[src/rtl/ar_pkg.sv]
// Shared definitions for the address register: default width, source-select
// encodings and the address type.
package ar_pkg;

  parameter int unsigned AR_WIDTH = 8;

  localparam logic SEL_BUS = 1'b0;
  localparam logic SEL_IMM = 1'b1;

  typedef logic [AR_WIDTH-1:0] addr_t;

endpackage

[src/rtl/ar_src_mux.sv]
// Load-source mux for the address register.
// Selects the shared data bus or the instruction immediate field.
module ar_src_mux
  import ar_pkg::*;
#(
  parameter int unsigned WIDTH = AR_WIDTH
) (
  input  logic             sel,
  input  logic [WIDTH-1:0] busIn,
  input  logic [WIDTH-1:0] immIn,
  output logic [WIDTH-1:0] muxOut
);

  always_comb begin
    muxOut = busIn;
    if (sel == SEL_IMM) begin
      muxOut = immIn;
    end
  end

endmodule

[src/rtl/ar.sv]
// Per-core address register.
// It loads from the bus or the immediate, or it advances by the core stride.
module ar
  import ar_pkg::*;
#(
  parameter int unsigned WIDTH = AR_WIDTH
) (
  input  logic             Clk,
  input  logic             rstN,
  input  logic             WEN,
  input  logic             selAR,
  input  logic [WIDTH-1:0] BusOut,
  input  logic [WIDTH-1:0] IOut,
  input  logic             coreINC_AR,
  input  logic [WIDTH-1:0] coreID,
  output logic [WIDTH-1:0] dout
);

  logic [WIDTH-1:0] arQ;
  logic [WIDTH-1:0] arD;
  logic [WIDTH-1:0] loadVal;

  ar_src_mux #(
    .WIDTH (WIDTH)
  ) uSrcMux (
    .sel    (selAR),
    .busIn  (BusOut),
    .immIn  (IOut),
    .muxOut (loadVal)
  );

  // A load takes priority; a simultaneous increment is dropped, not deferred.
  always_comb begin
    arD = arQ;
    if (WEN) begin
      arD = loadVal;
    end else if (coreINC_AR) begin
      arD = arQ + coreID;
    end
  end

  // The reset branch is tested first, so X on the controls cannot leak into AR.
  always_ff @(posedge Clk) begin
    if (!rstN) begin
      arQ <= '0;
    end else begin
      arQ <= arD;
    end
  end

  assign dout = arQ;

endmodule

[config.mk]
export PLATFORM = sky130hd
export DESIGN_NAME = ar
export DESIGN_NICKNAME = d
export VERILOG_FILES = /design/src/rtl/ar_pkg.sv /design/src/rtl/ar_src_mux.sv /design/src/rtl/ar.sv
export SDC_FILE = /design/constraint.sdc
export NUM_CORES = 1
export LEC_CHECK = 0
export ABC_CLOCK_PERIOD_IN_PS = 2800
export BUFFER_PORTS_ARGS = -buffer_cell sky130_fd_sc_hd__buf_4
export CAP_MARGIN = 20
export CORE_MARGIN = 3
export CORE_UTILIZATION = 40
export DETAILED_ROUTE_END_ITERATION = 8
export GPL_TIMING_DRIVEN = 0
export PLACE_DENSITY = 0.71
export SLEW_MARGIN = 5
export SYNTH_ARGS = -nofsm -noshare
export SYNTH_HDL_FRONTEND = slang
export SYNTH_HIERARCHICAL = 1
export SYNTH_SLANG_ARGS = --single-unit
[constraint.sdc]
create_clock -name Clk -period 2.8 [get_ports Clk]
set_input_delay 0 -clock Clk [delete_from_list [all_inputs] [get_ports Clk]]
set_output_delay 0 -clock Clk [all_outputs]
set_load 0.1 [all_outputs]
==> reports/summary.txt, run 1 <==
Min Tclk post-route - 1.76 ns
Routed Antenna Nets - 0
CP required - 3.01 ns
Peak supply drop - 230 uV
Initial antenna violation count - 0
Crit path cell chain - ha_1 -> a211o_1 -> a41o_1 -> a2111o_1 -> nand3_1
Htree depth - 1
Mapped Area - 862 um^2
Worst Path Class, Setup - register to register
MaxCap Viol Count - 0
Worst Reg2Reg Path Length in Cells - 5
Filler instances - 191
Mapped Nets - 137
Nets - 177
Pwr Density - 410 nW/um^2
Synth top area cells - dfxtp_1, mux2_4, ha_1, mux2i_1, nand2_1
Synth-to-layout area growth - 37.0%
Netlist cell types - 37
Vias in the first global route - 747
Clk Latency, worst-skew pair - 0.27 ns
LEAKAGE - 0.578 nW
Critical Path Source Type - register
Dominant combinational cell family by area after synthesis - simple AND/OR/NAND/NOR gates
Final Wtd Congestion - 0.828
Worst path bufs/invs - 0
Io pins - 37
Largest net degree at the start of global routing - 11
Die Y - 52.4 um
GRT Resource Usage Total - 0.154
FMAX - 568 MHz
HP Class - primary input to register
Diodes inserted - 0
Synthesized area per cell - 8.62 um^2
Total Wirelength - 1.95 mm
Die area - 2750 um^2
Adder-Cell Fraction of Synth Area - 0.125
WL per Instance - 11.8 um
Critical Path End Type - register
Yosys warns - 6
Worst Hold Depth - 3
Num CTS Buffers - 3
Critical path depth - 5
Slew headroom - 0.725
DR vias/cell - 5.07
Post-Place Cells - 162
Cell taking the most area after synthesis - dfxtp_1
Final WS setup - 1.04 ns
Clock Tree Root - clkbuf_4
Fin Setup TNS - 0 ns
Port buffer count - 35
Unrepaired setup endpoints after global routing - no
Sink Count - 8
Mapped Cells - 100
Share of cells above drive strength 1 - 0.355
Largest fanout on the critical path - 4
Setup Fix Bufs, Post-CTS - 0
Row count - 16
Clock transition at path regs - 0.06 ns
CTS tree - built
Simple-Gate Fraction of Synth Area - 0.225
Global route overflow - 0
Worst slack, placed - 1.03 ns
WP data arrival - 1.97 ns
Yosys reg bits - 8
Critical path's slowest cell - a2111o_1
Final hold vios - 0
Hold-fix buffers at CTS - 0
Fin. max-slew vios - 0
Non-filler instance count after layout - 165
Setup Skew - 0.0115 ns
Core Box Area - 2000 um^2
Synth Area in Compound Gates - 0.215
CP top delay family - compound AO/OA/AOI/OAI gates
Seq/Total Area, Yosys - 0.186
Initial DRC Count - 15
Die W - 52.4 um
Residual DRC - 0
Max Buffers Root-to-Sink - 2
Setup violators final - 0
Post-Synth XOR/XNOR Area - 0.0203
Pwr Total - 0.000485 W
Multi-input gate area - 664 um^2
Final core occ - 0.590
Worst-Margin Slew - 0.412 ns
Initial Util - 0.431
Max reg flops - 8
Global-route wire length before repair - 3.25 mm
Final HPWL DP - 1.64 mm
Multiplexer area fraction after synthesis - 0.186
Via count - 837
FF+latch area - 160 um^2
Yosys top cell area share - 0.186
Fin crit share - 0.629
Crit path largest cell delay - 0.40 ns
Outcome - complete, no violations
Post-CTS resize count - 0
Drt pass-1 iters - 4
routing by layer:
metal  GRT usage  up-vias  part of all wire
met5           0        -                 0
met4      0.0638        0            0.0082
met3      0.0199        2             0.051
met2       0.246       24              0.50
met1       0.206      364              0.44
li1            -      447                 -
where the power goes:
part	internal (W)	switching [W]
combinational	0.000101	0.000153
clock	0.0000495	0.0000464
sequential	0.000125	0.0000101
total	0.000275	0.000209
metrics by stage:
| step | area [um^2] | hold WS, ns |
|---|---|---|
| detailed placement | 1160 | 0.286 |
| finish | 1180 | 0.0134 |
| global route | 1180 | 0.0488 |
| CTS | 1180 | 0.0127 |
| global placement | 1160 | 0.282 |
| floorplan | 862 | 0.108 |
cells by family after synthesis:
kind of cell,count (synthesis)
AOI/OAI and AO/OA,27
xor gates and xnor gates,2
adders and majority gates,8
muxes,12
DFF,8
buffers and inverters,8
and+or+nand+nor,35
layout by cell type, fill, tap and decap left out, drive strengths merged, types with 2 or more instances in the layout:
cell    count
a21boi      2
buf        37
dfxtp       8
mux2i       4
nand2      10
and2        2
nand2b      5
ha          7
o21a        2
nand3       3
a211oi      2
nor2        2
clkbuf      6
mux2        8
inv         3
nor3b       5
o21ai       6
nor2b       3
a21oi       6
xnor2       2
worst paths after layout:
path	end	slack (ns)	startpoint
hold reg to reg	dout[6]	0.64	dout[6]
setup reg to reg	dout[7]	1.04	dout[1]
hold / removal	dout[6]	0.01	rstN
setup / recovery	dout[7]	1.04	dout[1]
Yosys cell counts:
master / n
a22oi_1: 1
o2111a_1: 1
o21a_1: 1
ha_1: 7
o31a_1: 1
nor2b_1: 3
o21a_2: 1
nand2b_1: 5
a211o_1: 1
nand3b_1: 1
mux2_4: 8
fa_1: 1
mux2i_1: 4
a21boi_0: 2
dfxtp_1: 8
and3b_1: 1
nand3_1: 3
clkbuf_1: 3
o21bai_1: 1
xnor2_1: 2
nor2_1: 2
and2_1: 2
buf_1: 1
nor3b_1: 5
a2111o_1: 1
a21oi_1: 6
nor3_1: 1
nand2_1: 10
or2_2: 1
a211oi_1: 2
o31ai_1: 1
o22ai_1: 1
inv_1: 3
a41o_1: 1
buf_6: 1
o21ai_0: 6
nor4_1: 1
cell type report:
type                    instances  share of cell area
well taps                      27              0.0286
multi-input cells              84               0.563
plain buffers                   5              0.0222
clock buffers                   3              0.0191
inverters                       3             0.00953
repair buffers                 35               0.222
flip-flops and latches          8               0.136
tightest hold or removal path: cells and delay by family:
kind	cells	cell delay [ns]
buffers and inverters	1	0.13
AO/OA/AOI/OAI	1	0.06
AND/OR/NAND/NOR	1	0.07
No activity file was read; power rests on OpenSTA's default activity.
==> run 2: changes to the inputs <==
- ABC_CLOCK_PERIOD_IN_PS: 2800 -> 1500
- PLACE_DENSITY: 0.71 -> 0.74
- clock period: 2.8 -> 1.5 ns (I/O delays scaled with it)
==> run 2 against run 1 <==
  * The flow now finishes with violations (negative setup slack)
  * Setup slack got worse by 1.2 ns
  * First-iteration DRC count is 53% higher
  * Clock power grew 94%
  * Combinational power grew 100%
  * Critical endpoint unchanged
  * Critical path type unchanged
  * Fmax increased by 6.5%
  * Final cell count up 2.4%
  * Die area unchanged
==> reports/summary.txt, run 2 (synthesized netlist as in run 1, its figures left out) <==
Final Wtd Congestion - 0.836
Vias in the first global route - 825
Hold Path Origin - rstN
Port buffer count - 35
Clk Latency, worst-skew pair - 0.26 ns
Die W - 52.4 um
Hold-fix buffers at CTS - 0
HP Class - primary input to register
DR vias/cell - 5.22
Final core occ - 0.649
Initial Util - 0.431
Hold endpoint - dout[6]
CTS tree - built
Die area - 2750 um^2
WL per Instance - 13.0 um
Synth-to-layout area growth - 50.8%
Internal Pwr Total - 0.000553 W
Worst-Margin Slew - 0.461 ns
Slew headroom - 0.692
Sink Count - 8
GRT Resource Usage Total - 0.172
Die Y - 52.4 um
WP data arrival - 1.86 ns
Unrepaired setup endpoints after global routing - yes
Pwr Density - 740 nW/um^2
Worst Hold Depth - 3
Routed Antenna Nets - 0
Max Buffers Root-to-Sink - 2
Fin crit share - 1.10
Flop pwr share - 0.266
Global-route wire length before repair - 3.60 mm
Critical Path End Type - register
Worst Path Class, Setup - register to register
Clock transition at path regs - 0.06 ns
Initial antenna violation count - 0
Setup violators final - 5
Min Tclk post-route - 1.65 ns
MaxCap Viol Count - 0
Initial DRC Count - 23
Share of cells above drive strength 1 - 0.493
Total Wirelength - 2.21 mm
Fin Setup TNS - -0.361 ns
Failing checks - negative setup slack
Setup Skew - 0.00217 ns
Residual DRC - 0
Final HPWL DP - 1.71 mm
Via count - 883
Io pins - 37
Core Box Area - 2000 um^2
Htree depth - 1
Largest net degree at the start of global routing - 11
Commonest cells after routing, fill and taps aside - buf_4, nand2_1, mux2_4
Fin. max-slew vios - 0
Diodes inserted - 0
Max reg flops - 8
Row count - 16
CP required - 1.70 ns
Clock Tree Root - clkbuf_4
Nets - 180
Critical Path Source Type - register
FMAX - 605 MHz
Combinational Power Share - 0.541
Peak supply drop - 408 uV
Clock share of power - 0.193
Final hold vios - 0
Largest fanout on the critical path - 4
Setup slack, reg-to-reg - -0.15 ns
Commonest non-fill, non-tap cell in the layout - buf_4
Global route overflow - 0
Filler instances - 175
Worst Reg2Reg Path Length in Cells - 5
Final WS setup - -0.154 ns
Net Sw Power - 0.000409 W
Net Sw Frac - 0.425
Drt pass-1 iters - 4
FF-to-FF End - dout[7]
Start of the worst register-to-register path - dout[1]
LEAKAGE - 0.615 nW
Outcome - complete, but fails checks
Pwr Total - 0.000962 W
Num CTS Buffers - 3
Design Area, Final - 1300 um^2
Placed Area - 1220 um^2
## run 2: cell count changes in the layout (fill, tap and decap cells not counted), sizes merged
| cell | delta |
|---|---|
| buf | +3 |
| clkbuf | +1 |
## run 2: layout make-up
class	instances	area, um^2	area share
Multi-Input combinational cell	84	736	0.566
Timing Repair Buffer	38	285	0.219
Sequential cell	8	181	0.140
Tap cell	27	33.8	0.0260
Clock buffer	4	26.3	0.0202
Buffer	5	26.3	0.0202
Inverter	3	11.3	0.00866
## run 2: layer usage
layer	track usage	routed length [um]	vias up
met1	0.217	913	395
met4	0.0638	17	0
met2	0.302	1160	32
met3	0.00855	113	2
met5	0	0	-
li1	-	-	454
## run 2: repair_timing
item	in CTS	in global routing
pin swaps	3	7
endpoints found under the setup margin	5	7
gates resized for setup	4	7
setup buffers	2	1
## run 2: per-stage QoR
step	hold WS [ns]	instances	setup WS, ns
floorplan	0.108	100	-0.292
global placement	0.291	162	-0.135
detailed placement	0.286	162	-0.160
CTS	0.0151	168	-0.152
global route	0.0363	169	-0.209
finish	0.0195	169	-0.154
## run 2: critical path, stage by stage, from the launching register on
cell and delay (ns):
dfxtp_4 0.36, ha_4 0.23, a211o_1 0.28, a41o_1 0.28, a2111o_1 0.39, nand3_2 0.06
## run 2: worst max path at each step
stage,depth (start not counted),startpoint,to
CTS,5,dout[1],dout[7]
detailed placement,7,dout[0],dout[6]
global placement,7,dout[0],dout[6]
finish,5,dout[1],dout[7]
global route,5,dout[1],dout[7]
floorplan,5,dout[1],dout[7]
## run 2: power by group through the flow
stage / combinational [W] / clock, W / sequential (W)
after floorplan: 0.000207 / 0 / 0.000406
after global placement: 0.000480 / 0 / 0.000261
after detailed placement: 0.000485 / 0 / 0.000262
after CTS: 0.000502 / 0.000192 / 0.000256
after global routing: 0.000562 / 0.000207 / 0.000260
final: 0.000520 / 0.000186 / 0.000256
==> run 3: changes to the inputs <==
- BUFFER_PORTS_ARGS: -buffer_cell sky130_fd_sc_hd__buf_4 -> not set
- DONT_BUFFER_PORTS: not set -> 1
- PLACE_DENSITY: 0.74 -> 0.6
- SLEW_MARGIN: 5 -> not set
==> run 3 against run 2 <==
  * The flow finishes with violations (negative hold slack, negative setup slack)
  * Non-clock buffer count is 35 lower
  * First-iteration DRC count is 70% lower
  * Clock power is 4% lower
  * Final cell count is 21% lower
  * Total power is 9.0% lower
  * Global-route usage is 2.8 points lower
  * Critical path depth stayed put
  * Fmax is 12% lower
  * Register-to-register slack worse by 0.22 ns
  * Count of clock-buffer cells in the layout stayed put
  * Largest cell class unchanged
==> reports/summary.txt, run 3 (synthesized netlist as in run 1, its figures left out) <==
Outcome - complete, but fails checks
Failing checks - negative hold slack, negative setup slack
WP data arrival - 2.07 ns
Final WS setup - -0.370 ns
CTS tree - built
Diodes inserted - 0
Slew headroom - 0.325
WHS - -0.0184 ns
Global-route wire length before repair - 2.96 mm
Residual DRC - 0
Worst path bufs/invs - 0
DR vias/cell - 5.75
FMAX - 535 MHz
Htree depth - 1
CP top delay family - compound AO/OA/AOI/OAI gates
Commonest cells after routing, fill and taps aside - nand2_1, mux2_4, dfxtp_4, nor3b_1, nand2b_1
Critical Path Source Type - register
Critical path's slowest cell - dfxtp_4
Clk Latency, worst-skew pair - 0.26 ns
Largest fanout on the critical path - 4
Pwr Density - 828 nW/um^2
Peak supply drop - 363 uV
Min Tclk post-route - 1.87 ns
MaxCap Viol Count - 0
Initial antenna violation count - 0
Setup violators final - 7
Final HPWL DP - 1.53 mm
Nets - 145
Routed Antenna Nets - 0
Via count - 770
Port buffer count - 0
Clock Tree Root - clkbuf_4
Fin crit share - 1.25
Final Wtd Congestion - 0.789
Fin. max-slew vios - 0
Combinational Power Share - 0.331
Final hold vios - 1
Worst Path Class, Setup - register to register
Drt pass-1 iters - 6
Flop pwr share - 0.464
Commonest non-fill, non-tap cell in the layout - nand2_1
CP required - 1.70 ns
Internal Pwr Total - 0.000488 W
Crit path cell chain - ha_4 -> a211o_1 -> a41o_1 -> a2111o_1 -> nand3_2
LEAKAGE - 0.447 nW
Total Wirelength - 1.94 mm
Design Area, Final - 1060 um^2
Vias in the first global route - 681
Die area - 2750 um^2
Die Y - 52.4 um
Clock transition at path regs - 0.06 ns
Clock share of power - 0.205
Max reg flops - 8
Initial DRC Count - 7
GRT Resource Usage Total - 0.144
Net Sw Power - 0.000388 W
Critical Path End Type - register
Global route overflow - 0
HP Class - primary input to register
Die W - 52.4 um
Max Buffers Root-to-Sink - 2
Net Sw Frac - 0.443
Setup Skew - 0.00735 ns
Largest net degree at the start of global routing - 11
WL per Instance - 14.5 um
Unrepaired setup endpoints after global routing - yes
Initial Util - 0.431
Share of cells above drive strength 1 - 0.327
Crit path largest cell delay - 0.55 ns
Sink Count - 8
Core Box Area - 2000 um^2
Synth-to-layout area growth - 22.6%
Io pins - 37
Placed Area - 957 um^2
Worst-Margin Slew - 1.01 ns
Num CTS Buffers - 3
Fin Setup TNS - -1.77 ns
Row count - 16
run 3: layout make-up:
cell class / count / area, um^2
buffer: 5 / 26.3
clock buffer: 4 / 26.3
fill: 220 / 945
inverter: 3 / 11.3
multi-input combinational: 84 / 747
sequential: 8 / 184
tap: 27 / 33.8
timing repair buffer: 3 / 28.8
run 3: metal layers:
layer | up-vias | routed length (um) | track usage
met5 | - | 0 | 0
met3 | 5 | 146 | 0.0114
met4 | 0 | 44 | 0.0766
li1 | 384 | - | -
met1 | 353 | 887 | 0.188
met2 | 28 | 863 | 0.231
run 3: stage by stage:
step / utilization / setup slack (ns) / power [W] / instances
after floorplan: - / -0.292 / 0.000613 / 100
after global placement: 0.478 / -0.402 / 0.000654 / 127
after detailed placement: 0.478 / -0.410 / 0.000658 / 127
after CTS: 0.502 / -0.340 / 0.000857 / 132
after global routing: 0.528 / -0.424 / 0.000933 / 134
final: 0.528 / -0.370 / 0.000875 / 134
run 3: tightest hold or removal path: cells and delay by family:
kind	cells	cell delay, ns
AO/OA/AOI/OAI	3	0.14
AND/OR/NAND/NOR	1	0.06
run 3: worst paths after layout:
path	depth (start not counted)	end	slack, ns	startpoint
worst min-delay path	4	dout[3]	-0.02	coreINC_AR
worst max-delay path	5	dout[7]	-0.37	dout[1]
worst min register to register	3	dout[4]	0.84	dout[4]
worst max register to register	5	dout[7]	-0.37	dout[1]
run 3: power by group through the flow:
| stage | Sequential (W) | Clock [W] | Combinational, W |
|---|---|---|---|
| detailed placement | 0.000412 | 0 | 0.000246 |
| global route | 0.000411 | 0.000200 | 0.000321 |
| global placement | 0.000412 | 0 | 0.000242 |
| finish | 0.000407 | 0.000179 | 0.000289 |
| floorplan | 0.000406 | 0 | 0.000207 |
| CTS | 0.000407 | 0.000188 | 0.000262 |
run 3: what timing repair did:
item | CTS | global route
setup endpoints to repair | 7 | 7
endpoints found under the hold margin | 8 | 8
resized for setup | 9 | 7
pin swaps | 9 | 2
setup buffers | 1 | 1
